`config.mk`:
```
export PLATFORM = sky130hd
export DESIGN_NAME = fmadd_lzd_normalizer
export DESIGN_NICKNAME = d
export VERILOG_FILES = /design/src/rtl/fpu_norm_pkg.sv /design/src/rtl/fmadd_norm_lshift.sv /design/src/rtl/fmadd_lzd_normalizer.sv
export SDC_FILE = /design/constraint.sdc
export NUM_CORES = 1
export LEC_CHECK = 0
export BUFFER_PORTS_ARGS = -buffer_cell sky130_fd_sc_hd__buf_4
export CORE_UTILIZATION = 60
export DETAILED_ROUTE_END_ITERATION = 6
export MAX_ROUTING_LAYER = met4
export PLACE_DENSITY = 0.83
export RECOVER_POWER = 100
export SETUP_SLACK_MARGIN = 0.4
export SYNTH_ARGS = -nofsm -noshare
export SYNTH_HDL_FRONTEND = slang
export SYNTH_SLANG_ARGS = --single-unit
export TNS_END_PERCENT = 10
```
`constraint.sdc`:
```
create_clock -name clk -period 5.2 [get_ports clk]
set_clock_uncertainty 0.05 [all_clocks]
set_input_delay 0.26 -clock clk [delete_from_list [all_inputs] [get_ports clk]]
set_output_delay 0.26 -clock clk [all_outputs]
set_load 0.02 [all_outputs]
```
`src/rtl/fpu_norm_pkg.sv`:
```
// rtl/fpu_norm_pkg.sv - shared FPU normalizer widths, flag bit positions and mode encoding
package fpu_norm_pkg;

  localparam int MANT_W_DEF = 24;
  localparam int EXP_W_DEF  = 8;
  localparam int LZ_W_DEF   = 5;

  // out_flags = {ovf, subnormal, zero, sticky}
  localparam int FLG_OVF  = 3;
  localparam int FLG_SUB  = 2;
  localparam int FLG_ZERO = 1;
  localparam int FLG_STKY = 0;

  typedef enum logic [1:0] {
    MODE_LSH  = 2'd0,
    MODE_RSH  = 2'd1,
    MODE_ZERO = 2'd2,
    MODE_INF  = 2'd3
  } norm_mode_e;

endpackage

```
`src/rtl/fmadd_norm_lshift.sv`:
```
// rtl/fmadd_norm_lshift.sv - combinational log-stage barrel left shifter, zero fill
module fmadd_norm_lshift #(
  parameter int MANT_W = 24,
  parameter int LZ_W   = 5
) (
  input  logic [MANT_W-1:0] i_mant,
  input  logic [LZ_W-1:0]   i_shift,
  output logic [MANT_W-1:0] o_mant
);

  logic [MANT_W-1:0] w_stage [LZ_W+1];

  assign w_stage[0] = i_mant;

  for (genvar g = 0; g < LZ_W; g++) begin : g_stage
    assign w_stage[g+1] = i_shift[g] ? (w_stage[g] << (2**g)) : w_stage[g];
  end

  assign o_mant = w_stage[LZ_W];

endmodule

```
`src/rtl/fmadd_lzd_normalizer.sv`:
```
// rtl/fmadd_lzd_normalizer.sv - 2-stage FMA post-add normalizer (shift clamp, then barrel shift)
// FMADD_NORM_OVF_EN enables carry-out right-shift, sticky and overflow-to-infinity handling.
module fmadd_lzd_normalizer
  import fpu_norm_pkg::*;
#(
  parameter int MANT_W = MANT_W_DEF,
  parameter int EXP_W  = EXP_W_DEF,
  parameter int LZ_W   = LZ_W_DEF
) (
  input  logic              clk,
  input  logic              rst_l,
  input  logic              in_valid,
  output logic              in_ready,
  input  logic              in_sign,
  input  logic [EXP_W-1:0]  in_exp,
  input  logic [MANT_W:0]   in_mant,
  input  logic [LZ_W-1:0]   in_lz,
  input  logic              in_zero,
  output logic              out_valid,
  input  logic              out_ready,
  output logic              out_sign,
  output logic [EXP_W-1:0]  out_exp,
  output logic [MANT_W-1:0] out_mant,
  output logic [3:0]        out_flags
);

  localparam int CW = ((EXP_W > LZ_W) ? EXP_W : LZ_W) + 1;

  logic              r_s1_vld;
  logic              r_s1_sign;
  logic [EXP_W-1:0]  r_s1_exp;
  logic [MANT_W-1:0] r_s1_mant;
  logic [LZ_W-1:0]   r_s1_shift;
  logic              r_s1_sub;
  logic              r_s1_stky;
  norm_mode_e        r_s1_mode;
  logic              r_s2_vld;

  logic              w_s1_adv;
  logic              w_s1_load;
  logic              w_s2_load;
  logic              w_carry;
  logic [LZ_W-1:0]   w_lz_c;
  logic [CW-1:0]     w_exp_ext;
  logic [CW-1:0]     w_lz_ext;
  logic [EXP_W:0]    w_exp_inc;
  norm_mode_e        w_mode;
  logic [LZ_W-1:0]   w_shift;
  logic [EXP_W-1:0]  w_exp_nx;
  logic [MANT_W-1:0] w_mant_s1;
  logic              w_sub;
  logic              w_stky;
  logic [MANT_W-1:0] w_lsh;
  logic [MANT_W-1:0] w_mant_nx;
  logic [3:0]        w_flags_nx;

  // Stage 1 may refill in the same cycle stage 2 drains, so throughput never drops.
  assign w_s1_adv  = !r_s2_vld || out_ready;
  assign in_ready  = !r_s1_vld || w_s1_adv;
  assign w_s1_load = in_valid && in_ready;
  assign w_s2_load = r_s1_vld && w_s1_adv;
  assign out_valid = r_s2_vld;

`ifdef FMADD_NORM_OVF_EN
  assign w_carry = in_mant[MANT_W];
`else
  logic w_unused_carry;
  assign w_unused_carry = in_mant[MANT_W];
  assign w_carry        = 1'b0;
`endif

  assign w_lz_c    = (int'(in_lz) >= MANT_W) ? LZ_W'(MANT_W - 1) : in_lz;
  assign w_exp_ext = CW'(in_exp);
  assign w_lz_ext  = CW'(w_lz_c);
  assign w_exp_inc = {1'b0, in_exp} + {{EXP_W{1'b0}}, 1'b1};

  always_comb begin
    w_mode    = MODE_LSH;
    w_shift   = '0;
    w_exp_nx  = '0;
    w_sub     = 1'b0;
    w_stky    = 1'b0;
    w_mant_s1 = in_mant[MANT_W-1:0];
    if (w_carry) begin
      w_mant_s1 = in_mant[MANT_W:1];
      w_stky    = in_mant[0];
      if (w_exp_inc >= {1'b0, {EXP_W{1'b1}}}) begin
        w_mode   = MODE_INF;
        w_exp_nx = '1;
      end else begin
        w_mode   = MODE_RSH;
        w_exp_nx = w_exp_inc[EXP_W-1:0];
      end
    end else if (in_zero) begin
      w_mode = MODE_ZERO;
    end else if (in_exp == '0) begin
      w_sub = 1'b1;
    end else if (w_exp_ext > w_lz_ext) begin
      w_shift  = w_lz_c;
      w_exp_nx = in_exp - EXP_W'(w_lz_c);
    end else begin
      // Exponent would underflow: shift only as far as the minimum normal exponent allows.
      w_shift = LZ_W'(in_exp - {{(EXP_W-1){1'b0}}, 1'b1});
      w_sub   = 1'b1;
    end
  end

  always_ff @(posedge clk or negedge rst_l) begin
    if (!rst_l) begin
      r_s1_vld   <= 1'b0;
      r_s1_sign  <= 1'b0;
      r_s1_exp   <= '0;
      r_s1_mant  <= '0;
      r_s1_shift <= '0;
      r_s1_sub   <= 1'b0;
      r_s1_stky  <= 1'b0;
      r_s1_mode  <= MODE_LSH;
    end else begin
      if (in_ready) r_s1_vld <= in_valid;
      if (w_s1_load) begin
        r_s1_sign  <= in_sign;
        r_s1_exp   <= w_exp_nx;
        r_s1_mant  <= w_mant_s1;
        r_s1_shift <= w_shift;
        r_s1_sub   <= w_sub;
        r_s1_stky  <= w_stky;
        r_s1_mode  <= w_mode;
      end
    end
  end

  fmadd_norm_lshift #(
    .MANT_W (MANT_W),
    .LZ_W   (LZ_W)
  ) u_lshift (
    .i_mant  (r_s1_mant),
    .i_shift (r_s1_shift),
    .o_mant  (w_lsh)
  );

  always_comb begin
    w_mant_nx  = w_lsh;
    w_flags_nx = '0;
    case (r_s1_mode)
      MODE_LSH:  w_flags_nx[FLG_SUB] = r_s1_sub;
      MODE_RSH:  w_flags_nx[FLG_STKY] = r_s1_stky;
      MODE_ZERO: begin
        w_mant_nx            = '0;
        w_flags_nx[FLG_ZERO] = 1'b1;
      end
      MODE_INF: begin
        w_mant_nx           = '0;
        w_flags_nx[FLG_OVF] = 1'b1;
      end
      default: w_mant_nx = w_lsh;
    endcase
  end

  always_ff @(posedge clk or negedge rst_l) begin
    if (!rst_l) begin
      r_s2_vld  <= 1'b0;
      out_sign  <= 1'b0;
      out_exp   <= '0;
      out_mant  <= '0;
      out_flags <= '0;
    end else begin
      if (w_s1_adv) r_s2_vld <= r_s1_vld;
      if (w_s2_load) begin
        out_sign  <= r_s1_sign;
        out_exp   <= r_s1_exp;
        out_mant  <= w_mant_nx;
        out_flags <= w_flags_nx;
      end
    end
  end

endmodule

```
# [Yosys cells after proc, flatten, opt, wreduce, memory -nomap -nowiden]
# Index checks and enable logic that the tools add are counted.
[classes] addsub=2 n_lt_le_gt_ge=2 n_reduce_logical=9 n_eq_ne=2 mux=20
[op_table] cell="24-bit 2-to-1 mux" n=6
[op_table] cell="8-bit 2-to-1 mux" n=3
[op_table] cell="5-bit 2-to-1 mux" n=4
[op_table] cell="8-bit by 5-bit > comparator with 1-bit output" n=1
[op_table] cell="8-bit logical NOT" n=1
[op_table] cell="8-bit by 5-bit subtractor with 8-bit output" n=1
[op_table] cell="1-bit 2-to-1 mux" n=6
[op_table] cell="5-bit >= comparator (second input constant)" n=1
[op_table] cell="5-bit by 1-bit subtractor with 5-bit output (second input constant)" n=1
[op_table] cell="2-bit == test (second input constant)" n=2
[op_table] cell="1-bit logical AND" n=2
[op_table] cell="1-bit logical NOT" n=2
[op_table] cell="2-bit logical NOT" n=1
[op_table] cell="1-bit logical OR" n=2
[op_table] cell="2-bit 2-to-1 mux" n=1
[op_table] cell="2-bit OR reduction" n=1
[totals] output_inout_bits=39 register_bits=79 wordCells=47

# [Longest topological paths before layout]
# Gate-level depths: netlist of the first run.
[depth] ltp_word=6 depth_mapped=8 depth_no_buf=8

# [Modules after synthesis]
# Synthesis of the first run repeated with hierarchy kept, for this count alone.
[hier_totals] cells_unflattened=420 hier_area_um2=4588.2
[modules_own_cells] mod="fmadd_lzd_normalizer" instances=1 area_per_inst_um2=3463.3 cells_each=295
[modules_own_cells] mod="fmadd_norm_lshift" instances=1 area_per_inst_um2=1124.8 cells_each=125

# [Least setup slack after synthesis of the first run]
# Ideal clock, no wire load.
[synth_timing] path_kind="in2reg" from="input port in_lz[3]" to="register r_s1_exp[2]" path_stages=8 t_required_ps=5082 arrival_time_ps=1975 setup_ps=68 slack_ps=3108 path_buffers=0 path_cell_list="a21o_1 ha_1 fa_1 nand2b_1 a21oi_1 o31ai_2 a21oi_1 a32o_1"
[synth_between] elab_chain_len=6 elab_cells_between_ends=7
[synth_lines] item="from (decl)" line_no="fmadd_lzd_normalizer.sv:17" text="input logic [LZ_W-1:0] in_lz,"
[synth_lines] item="5-bit >= comparator" line_no="fmadd_lzd_normalizer.sv:72" text="assign w_lz_c = (int'(in_lz) >= MANT_W) ? LZ_W'(MANT_W - 1) : in_lz;"
[synth_lines] item="5-bit 2-to-1 mux *" line_no="fmadd_lzd_normalizer.sv:72"
[synth_lines] item="8-bit by 5-bit subtractor with 8-bit output / 8-bit by 5-bit > comparator with 1-bit output (equally long branches)" line_no="fmadd_lzd_normalizer.sv:100, fmadd_lzd_normalizer.sv:98"
[synth_lines] item="8-bit 2-to-1 mux *" line_no="fmadd_lzd_normalizer.sv:98" text="end else if (w_exp_ext > w_lz_ext) begin"
[synth_lines] item="8-bit 2-to-1 mux *" line_no="fmadd_lzd_normalizer.sv:96" text="end else if (in_exp == '0) begin"
[synth_lines] item="8-bit 2-to-1 mux *" line_no="fmadd_lzd_normalizer.sv:94" text="end else if (in_zero) begin"
[synth_lines] item="to (signal assigned)" line_no="fmadd_lzd_normalizer.sv:122" text="r_s1_exp <= w_exp_nx;"
[synth_lines] item="to (decl)" line_no="fmadd_lzd_normalizer.sv:31" text="logic [EXP_W-1:0] r_s1_exp;"
# Mark *: on every way between the ends. The rest lies on a longest branch, timed or not.
# A chain may end at the register's enable or synchronous reset.

# [Worst setup path after layout of the first run]
[layout_timing] from="register r_s1_shift[0]" to="register out_mant[17]"
[layout_between] elab_chain_len=6
[layout_lines] item="from (decl)" line_no="fmadd_lzd_normalizer.sv:33" text="logic [LZ_W-1:0] r_s1_shift;"
[layout_lines] item="from (signal assigned)" line_no="fmadd_lzd_normalizer.sv:124" text="r_s1_shift <= w_shift;"
[layout_lines] item="24-bit 2-to-1 mux (5 in series)" line_no="fmadd_norm_lshift.sv:16" text="assign w_stage[g+1] = i_shift[g] ? (w_stage[g] << (2**g)) : w_stage[g];"
[layout_lines] item="24-bit 2-to-1 mux" line_no="fmadd_lzd_normalizer.sv:144" text="case (r_s1_mode)"
[layout_lines] item="to (signal assigned)" line_no="fmadd_lzd_normalizer.sv:171" text="out_mant <= w_mant_nx;"
[layout_lines] item="to (decl)" line_no="fmadd_lzd_normalizer.sv:23" text="output logic [MANT_W-1:0] out_mant,"
# Every way passes these cells.

==> out/metrics.csv, run 1 <==
stage,metric,value,unit
power_and_ir_drop,p_leak,2.261,nW
worst_setup_path,crit_type,reg -> reg,
route,routed_wirelength,10.44,mm
grt,grt_pass1_vias,3240,
die,die_h,89.34,um
sta,worstMarginPinSlew,2123,ps
cts,clk_path_buf_depth,2,
layout,layout-drive-gt1-share,26.09,%
power_and_ir_drop,peakVddDrop,0.1919,mV
grt,grt_pass1_wl,16.57,mm
die,core_region_area,0.007331,mm2
cts,numCtsBuffers,9,
synth,syn-cell-area,0.004577,mm2
route,drt_iter0_drc,247,
power_and_ir_drop,power_density,367.6,mW/mm2
worst_setup_path,cp.required,5370,ps
synth,synth_compound_area_share,12.47,%
grt,antenna_found_initial,0,
sta,finalHoldViolations,6,
die,die-width,89.34,um
worst_setup_path,cp-end-kind,register,
sta,rsz0062_at_grt,false,
placed_design,place_area,0.005195,mm2
layout,area_growth,14.84,%
layout,fin_area,0.005256,mm2
run_status,violations,"negative hold slack, max-capacitance violations, max-slew violations",
cts,hold_buffers,0,
placed_design,io_buffers,79,
route,wire_per_inst,18.67,um
layout,insertedDiodeCount,0,
sta,max-slew-margin-rel,-41.54,%
synth,yosysSeqAreaShare,42.10,%
grt,grt.total_usage,28.97,%
sta,fmax,306.3,MHz
placed_design,place.gp.congestion,0.9165,
synth,synth.avg_cell_area,11.92,um2
min_path,hold_class,in -> async,
cts,clock-sinks,77,
sta,fin_crit_sh,62.78,%
cts,cts_tree,done,
run_status,status,"complete, but fails checks",
worst_setup_path,cp-start-kind,register,
sta,min_period,3265,ps
grt,grt_max_degree,78,
synth,synth-xor-area-share,0.7654,%
die,dieArea,0.007982,mm2
worst_setup_path,path_max_fanout,20,
synth,async_reset_ff_share,100.0,%
synth,synth-adder-area-share,2.351,%
synth,ys_ff_latch,77,
sta,slew_violations,45,
synth,synth-simple-area-share,9.595,%
synth,synth_top_family_by_area,multiplexers,
layout,fin_cells,559,
synth,synthCells,384,
layout,final_cell_mix,"77 x dfrtp_1, 44 x buf_4, 39 x nand2_1, 39 x clkbuf_1, 37 x mux2_2",
synth,synth_edf_count,0,
layout,final_util,71.70,%
cts,clk_latency,350,ps
die,fp-row-count,31,
cts,htreeDepth,3,
die,start_util,62.43,%
sta,setup_viol,0,
synth,synthDistinctLibCells,53,
synth,synth_mux_area_share,29.17,%
synth,yosysWarnings,0,
route,drc,0,
route,viasPerCell,6.272,
route,dr.pass1.iters,4,
route,ant_nets,0,
die,io_pins,83,
cts,post_cts_resized,0,
placed_design,dpl.hpwl,7.567,mm
cts,cts_root_buffer,clkbuf_8,
cts,clk_pin_slew,90,ps
cts,cts_setup_buffers,0,
placed_design,dp_cells,543,
sta,hold_ws,-9.550,ps
grt,grt_overflow,0,
layout,layout_commonest_cell,dfrtp_1,
sta,tns,0,ps
synth,synth_top_flop_cell,dfrtp_1,
route,num_vias,3506,
job,cap_violations,1,
layout,final_nets,507,
worst_setup_path,arrival,3440,ps
==> flip-flops by register name, summed over array words and instances (netlist names) <==
register,cells
out_exp,8
out_flags,2
out_mant,24
out_sign,1
out_valid,1
r_s1_exp,8
r_s1_mant,24
r_s1_mode,1
r_s1_shift,5
r_s1_sign,1
r_s1_sub,1
r_s1_vld,1
==> layout make-up <==
type	count	area, um2
Multi-Input combinational cell	277	2495
Clock inverter	6	70.07
Timing Repair Buffer	83	476.7
Clock buffer	10	137.6
Fill cell	573	2074
Sequential cell	77	1927
Tap cell	99	123.9
Inverter	7	26.28
==> through the flow <==
stage | worst slack (ps) | power [mW]
after CTS | 2565 | 1.994
final | 1935 | 1.932
after global routing | 1707 | 2.037
after floorplan | 3108 | 1.270
after global placement | 2659 | 1.500
after detailed placement | 2614 | 1.525
==> report_power, final <==
group | internal (mW) | leakage, nW | switching, mW
clock network | 0.238 | 0.0955 | 0.229
registers | 0.707 | 0.969 | 0.112
logic | 0.294 | 1.20 | 0.351
total | 1.24 | 2.26 | 0.693
==> worst paths after layout <==
path                                    start       endpoint  slack [ps]  depth (start not counted)
worst min-delay path                    rst_l     out_exp[1]         -10                          1
worst max register to register  r_s1_shift[0]   out_mant[17]        1940                          6
worst min register to register       r_s1_sub       r_s1_sub         440                          2
min in group clk                      in_zero       r_s1_sub          70                          2
max in group asynchronous               rst_l  r_s1_mant[14]        4510                          1
worst max-delay path            r_s1_shift[0]   out_mant[17]        1940                          6
==> routing by layer <==
| metal | GRT usage (%) | wire length (um) | share of wire, % |
|---|---|---|---|
| met5 | - | 0 | 0 |
| met2 | 43.23 | 4966 | 48 |
| met3 | 5.910 | 664 | 6.4 |
| met1 | 39.80 | 4641 | 44 |
| met4 | 9.812 | 164 | 1.6 |
==> critical path: stages, from the launching register on <==
cell and delay [ps]:
dfrtp_1 690, clkbuf_1 950, mux4_1 730, mux2i_1 200, nor3_1 70, a211oi_1 310, o21ai_0 120
==> cells in the mapped netlist, types with 5 or more instances <==
cell type | count | share of area [%]
buf_4 | 5 | 0.82
nand2b_1 | 12 | 1.6
a22o_1 | 11 | 2.1
o21ai_0 | 23 | 2.5
clkbuf_1 | 10 | 0.82
ha_1 | 7 | 1.9
mux4_2 | 20 | 9.8
nor2_1 | 15 | 1.2
a221o_1 | 5 | 1.1
inv_1 | 7 | 0.57
nand2_1 | 39 | 3.2
nor3_1 | 10 | 1.1
dfrtp_1 | 77 | 42
a21oi_1 | 13 | 1.4
mux2_2 | 38 | 9.3
mux2i_1 | 22 | 4.8
mux4_1 | 9 | 5.2
==> cells by family (layout without fill, tap and decap cells) <==
family / count (synthesis) / after routing
AND/OR/NAND/NOR: 91 / 91
multiplexers: 89 / 89
AO/OA/AOI/OAI: 83 / 83
flip-flops: 77 / 77
buffers and inverters: 31 / 106
adder cells (fa/ha/maj): 8 / 8
XOR/XNOR: 4 / 4
other: 1 / 2
No activity file was read; power rests on OpenSTA's default activity.
==> run 2, diff against run 1 <==
--- a/config.mk
+++ b/config.mk
@@ -5,11 +5,12 @@
 export SDC_FILE = /design/constraint.sdc
 export NUM_CORES = 1
 export LEC_CHECK = 0
+export ABC_AREA = 1
 export BUFFER_PORTS_ARGS = -buffer_cell sky130_fd_sc_hd__buf_4
-export CORE_UTILIZATION = 60
+export CORE_UTILIZATION = 51
 export DETAILED_ROUTE_END_ITERATION = 6
 export MAX_ROUTING_LAYER = met4
-export PLACE_DENSITY = 0.83
+export PLACE_DENSITY = 0.75
 export RECOVER_POWER = 100
 export SETUP_SLACK_MARGIN = 0.4
 export SYNTH_ARGS = -nofsm -noshare
==> constraint.sdc (replaced) <==
create_clock -name clk -period 2.9 [get_ports clk]
set_clock_uncertainty 0.05 [all_clocks]
set_input_delay 0.145 -clock clk [delete_from_list [all_inputs] [get_ports clk]]
set_output_delay 0.145 -clock clk [all_outputs]
set_load 0.02 [all_outputs]
==> run 2 against run 1 <==
  * The run ends with max-capacitance violations, max-slew violations left
  * Sequential share of layout area is 1.2 points lower
  * Global-route usage is 1.9 points lower
  * Critical endpoint is now r_s1_exp[3]
  * Worst hold slack better by 11 ps
  * Area after synthesis down 0.19%
  * Non-clock buffer count is 29 higher
  * Register-to-register slack worse by 1300 ps
  * Combinational power grew 97%
  * Routed wire length is 10% higher
  * Power grew 79%
  * Critical path depth is 1 lower
==> out/metrics.csv, run 2 <==
stage,metric,value,unit,change
run_status,status,"complete, but fails checks",,unchanged
run_status,violations,"max-capacitance violations, max-slew violations",,"was negative hold slack, max-capacitance violations, max-slew violations"
route,wire_per_inst,13.93,um,was 18.67 um
layout,area_growth,19.04,%,was 14.84%
layout,layout_commonest_cell,nand2_1,,was dfrtp_1
die,start_util,52.64,%,was 62.43%
die,dieArea,0.009339,mm2,was 0.007982 mm2
sta,hold_ws,1.927,ps,was -9.550 ps
cts,htreeDepth,3,,unchanged
worst_setup_path,cp-end-kind,register,,unchanged
grt,grt_overflow,0,,unchanged
cts,numCtsBuffers,9,,unchanged
grt,grt_pass1_wl,20.03,mm,was 16.57 mm
sta,worstMarginPinSlew,1857,ps,was 2123 ps
worst_setup_path,cp-start-kind,register,,unchanged
synth,async_reset_ff_share,100.0,%,unchanged
synth,ys_ff_latch,77,,unchanged
route,routed_wirelength,11.51,mm,was 10.44 mm
sta,setup_viol,0,,unchanged
sta,finalHoldViolations,0,,was 6
cts,clock-sinks,77,,unchanged
cts,cts_tree,done,,unchanged
sta,slew_violations,78,,was 45
die,die-width,96.64,um,was 89.34 um
die,die_h,96.64,um,was 89.34 um
sta,max-slew-margin-rel,-23.80,%,was -41.54%
synth,synthTopCellsByArea,"dfrtp_1 42%, nand2_1 20%, nand3_1 13%",,"was dfrtp_1 42%, mux4_2 9.8%, mux2_2 9.3%"
layout,insertedDiodeCount,0,,unchanged
layout,final-seq-area,0.001927,mm2,unchanged
grt,grt_max_degree,78,,unchanged
cts,clk_pin_slew,90,ps,about the same
grt,grt.total_usage,27.07,%,was 28.97%
placed_design,preCtsSetupSlack,810.7,ps,was 2614 ps
cts,cts_setup_buffers,0,,unchanged
layout,layout-drive-gt1-share,13.51,%,was 26.09%
cts,post_cts_resized,0,,unchanged
sta,fin_crit_sh,77.70,%,was 62.78%
power_and_ir_drop,combPwrFrac,36.8,%,was 33.4%
power_and_ir_drop,clockPowerShare,21.7,%,was 24.2%
synth,synth_edf_count,0,,unchanged
layout,final_cell_mix,"247 x nand2_1, 119 x nand3_1, 77 x dfrtp_1",,"was 77 x dfrtp_1, 44 x buf_4, 39 x nand2_1, 39 x clkbuf_1, 37 x mux2_2"
synth,yosysMostFrequentCell,nand2_1,,was dfrtp_1
power_and_ir_drop,peakVddDrop,0.2998,mV,was 0.1919 mV
layout,final_nets,765,,was 507
cts,hold_buffers,27,,was 0
sta,rsz0062_at_grt,false,,unchanged
synth,synthDistinctLibCells,40,,was 53
cts,cts_root_buffer,clkbuf_8,,unchanged
layout,fillCellCount,865,,was 573
power_and_ir_drop,p_int,2.012,mW,was 1.240 mW
worst_setup_path,arrival,2390,ps,was 3440 ps
synth,yosysTopAreaCell,dfrtp_1,,unchanged
die,core_region_area,0.008678,mm2,was 0.007331 mm2
power_and_ir_drop,power_switching,1.447,mW,was 0.6926 mW
synth,yosysSeqAreaShare,42.18,%,was 42.10%
min_path,hold_class,in -> reg,,was in -> async
worst_setup_path,cp.required,3030,ps,was 5370 ps
synth,synth.avg_cell_area,7.356,um2,was 11.92 um2
placed_design,place.gp.congestion,0.8892,,was 0.9165
power_and_ir_drop,power_density,636.1,mW/mm2,was 367.6 mW/mm2
synth,synthCells,621,,was 384
grt,antenna_found_initial,0,,unchanged
route,drt_iter0_drc,278,,was 247
route,num_vias,4353,,was 3506
layout,fin_area,0.005438,mm2,was 0.005256 mm2
synth,synth_top_area_share,42.18,%,was 42.10%
cts,clk_path_buf_depth,2,,unchanged
layout,multi_input_area,0.002297,mm2,was 0.002495 mm2
placed_design,dpl.hpwl,8.229,mm,was 7.567 mm
worst_setup_path,crit_type,reg -> reg,,unchanged
synth,synth_top_flop_cell,dfrtp_1,,unchanged
job,cap_violations,1,,unchanged
power_and_ir_drop,p_leak,2.784,nW,was 2.261 nW
placed_design,io_buffers,79,,unchanged
synth,syn-cell-area,0.004568,mm2,was 0.004577 mm2
synth,yosysWarnings,0,,unchanged
power_and_ir_drop,p_seq_share,41.5,%,was 42.4%
cts,clk_latency,350,ps,about the same
route,ant_nets,0,,unchanged
route,viasPerCell,5.270,,was 6.272
die,fp-row-count,34,,was 31
grt,grt_pass1_vias,4227,,was 3240
power_and_ir_drop,switching_share,41.83,%,was 35.84%
worst_setup_path,path_max_fanout,34,,was 20
sta,setup_slack,646.6,ps,was 1935 ps
sta,min_period,2253,ps,was 3265 ps
layout,reg_top3,"out_mant (24), r_s1_mant (24)",,unchanged
die,io_pins,83,,unchanged
route,dr.pass1.iters,5,,was 4
synth,synth_common_cells,"245 x nand2_1, 117 x nand3_1, 77 x dfrtp_1, 27 x inv_1, 16 x nand2_2",,"was 77 x dfrtp_1, 39 x nand2_1, 38 x mux2_2, 23 x o21ai_0, 22 x mux2i_1"
placed_design,place_area,0.005149,mm2,was 0.005195 mm2
route,drc,0,,unchanged
sta,tns,0,ps,unchanged
sta,fmax,443.8,MHz,was 306.3 MHz
-- run 2: final cells by class --
| type | count | share of cell area [%] |
|---|---|---|
| clock inverters | 7 | 1.012 |
| inverters | 34 | 2.508 |
| flip-flops and latches | 77 | 35.43 |
| clock buffers | 9 | 2.278 |
| well taps | 108 | 2.485 |
| multi-input cells | 479 | 42.25 |
| repair buffers | 112 | 14.04 |
-- run 2: final timing paths --
path / from / endpoint / slack, ps / depth (start not counted)
max in group asynchronous: rst_l / r_s1_shift[1] / 910 / 2
hold / removal: out_ready / out_valid / 2 / 4
setup / recovery: out_valid / r_s1_exp[3] / 650 / 5
hold reg to reg: r_s1_exp[7] / out_exp[7] / 420 / 2
setup reg to reg: out_valid / r_s1_exp[3] / 650 / 5
min in group asynchronous: rst_l / r_s1_mant[6] / 790 / 2
-- run 2: cell families after synthesis --
group	count (synthesis)	share of synthesized area [%]
other cells	1	0.08209
buf+inv	66	7.286
simple gates	411	40.40
fa+ha+maj	8	2.355
flops	77	42.18
xor+xnor	7	1.342
compound gates	51	6.355
-- run 2: power by group through the flow --
| stage | Sequential, mW | Combinational, mW | Clock, mW |
|---|---|---|---|
| floorplan | 1.57 | 0.772 | 0 |
| global placement | 1.45 | 1.33 | 0 |
| detailed placement | 1.46 | 1.35 | 0 |
| CTS | 1.44 | 1.38 | 0.772 |
| global route | 1.46 | 1.42 | 0.827 |
| finish | 1.43 | 1.27 | 0.751 |
-- run 2: through the flow --
step	power [mW]	util [%]	std cells
finish	3.459	62.66	826
global route	3.708	62.66	826
CTS	3.597	64.50	826
detailed placement	2.810	59.33	783
global placement	2.786	59.33	783
floorplan	2.340	-	622
-- run 2: worst max-delay path, cell delays in order (launching register included) --
cell and delay, ps:
dfrtp_1 410, nand3_1 160, nand2_1 100, clkinvlp_2 110, clkbuf_1 1060, o22ai_1 190
-- run 2: metal layers --
metal | global-route usage [%] | part of all wire, % | routed length [um]
met1 | 36.66 | 47 | 5446
met2 | 42.52 | 47 | 5356
met3 | 4.191 | 4.6 | 529
met4 | 7.463 | 1.5 | 172
met5 | - | 0 | 0
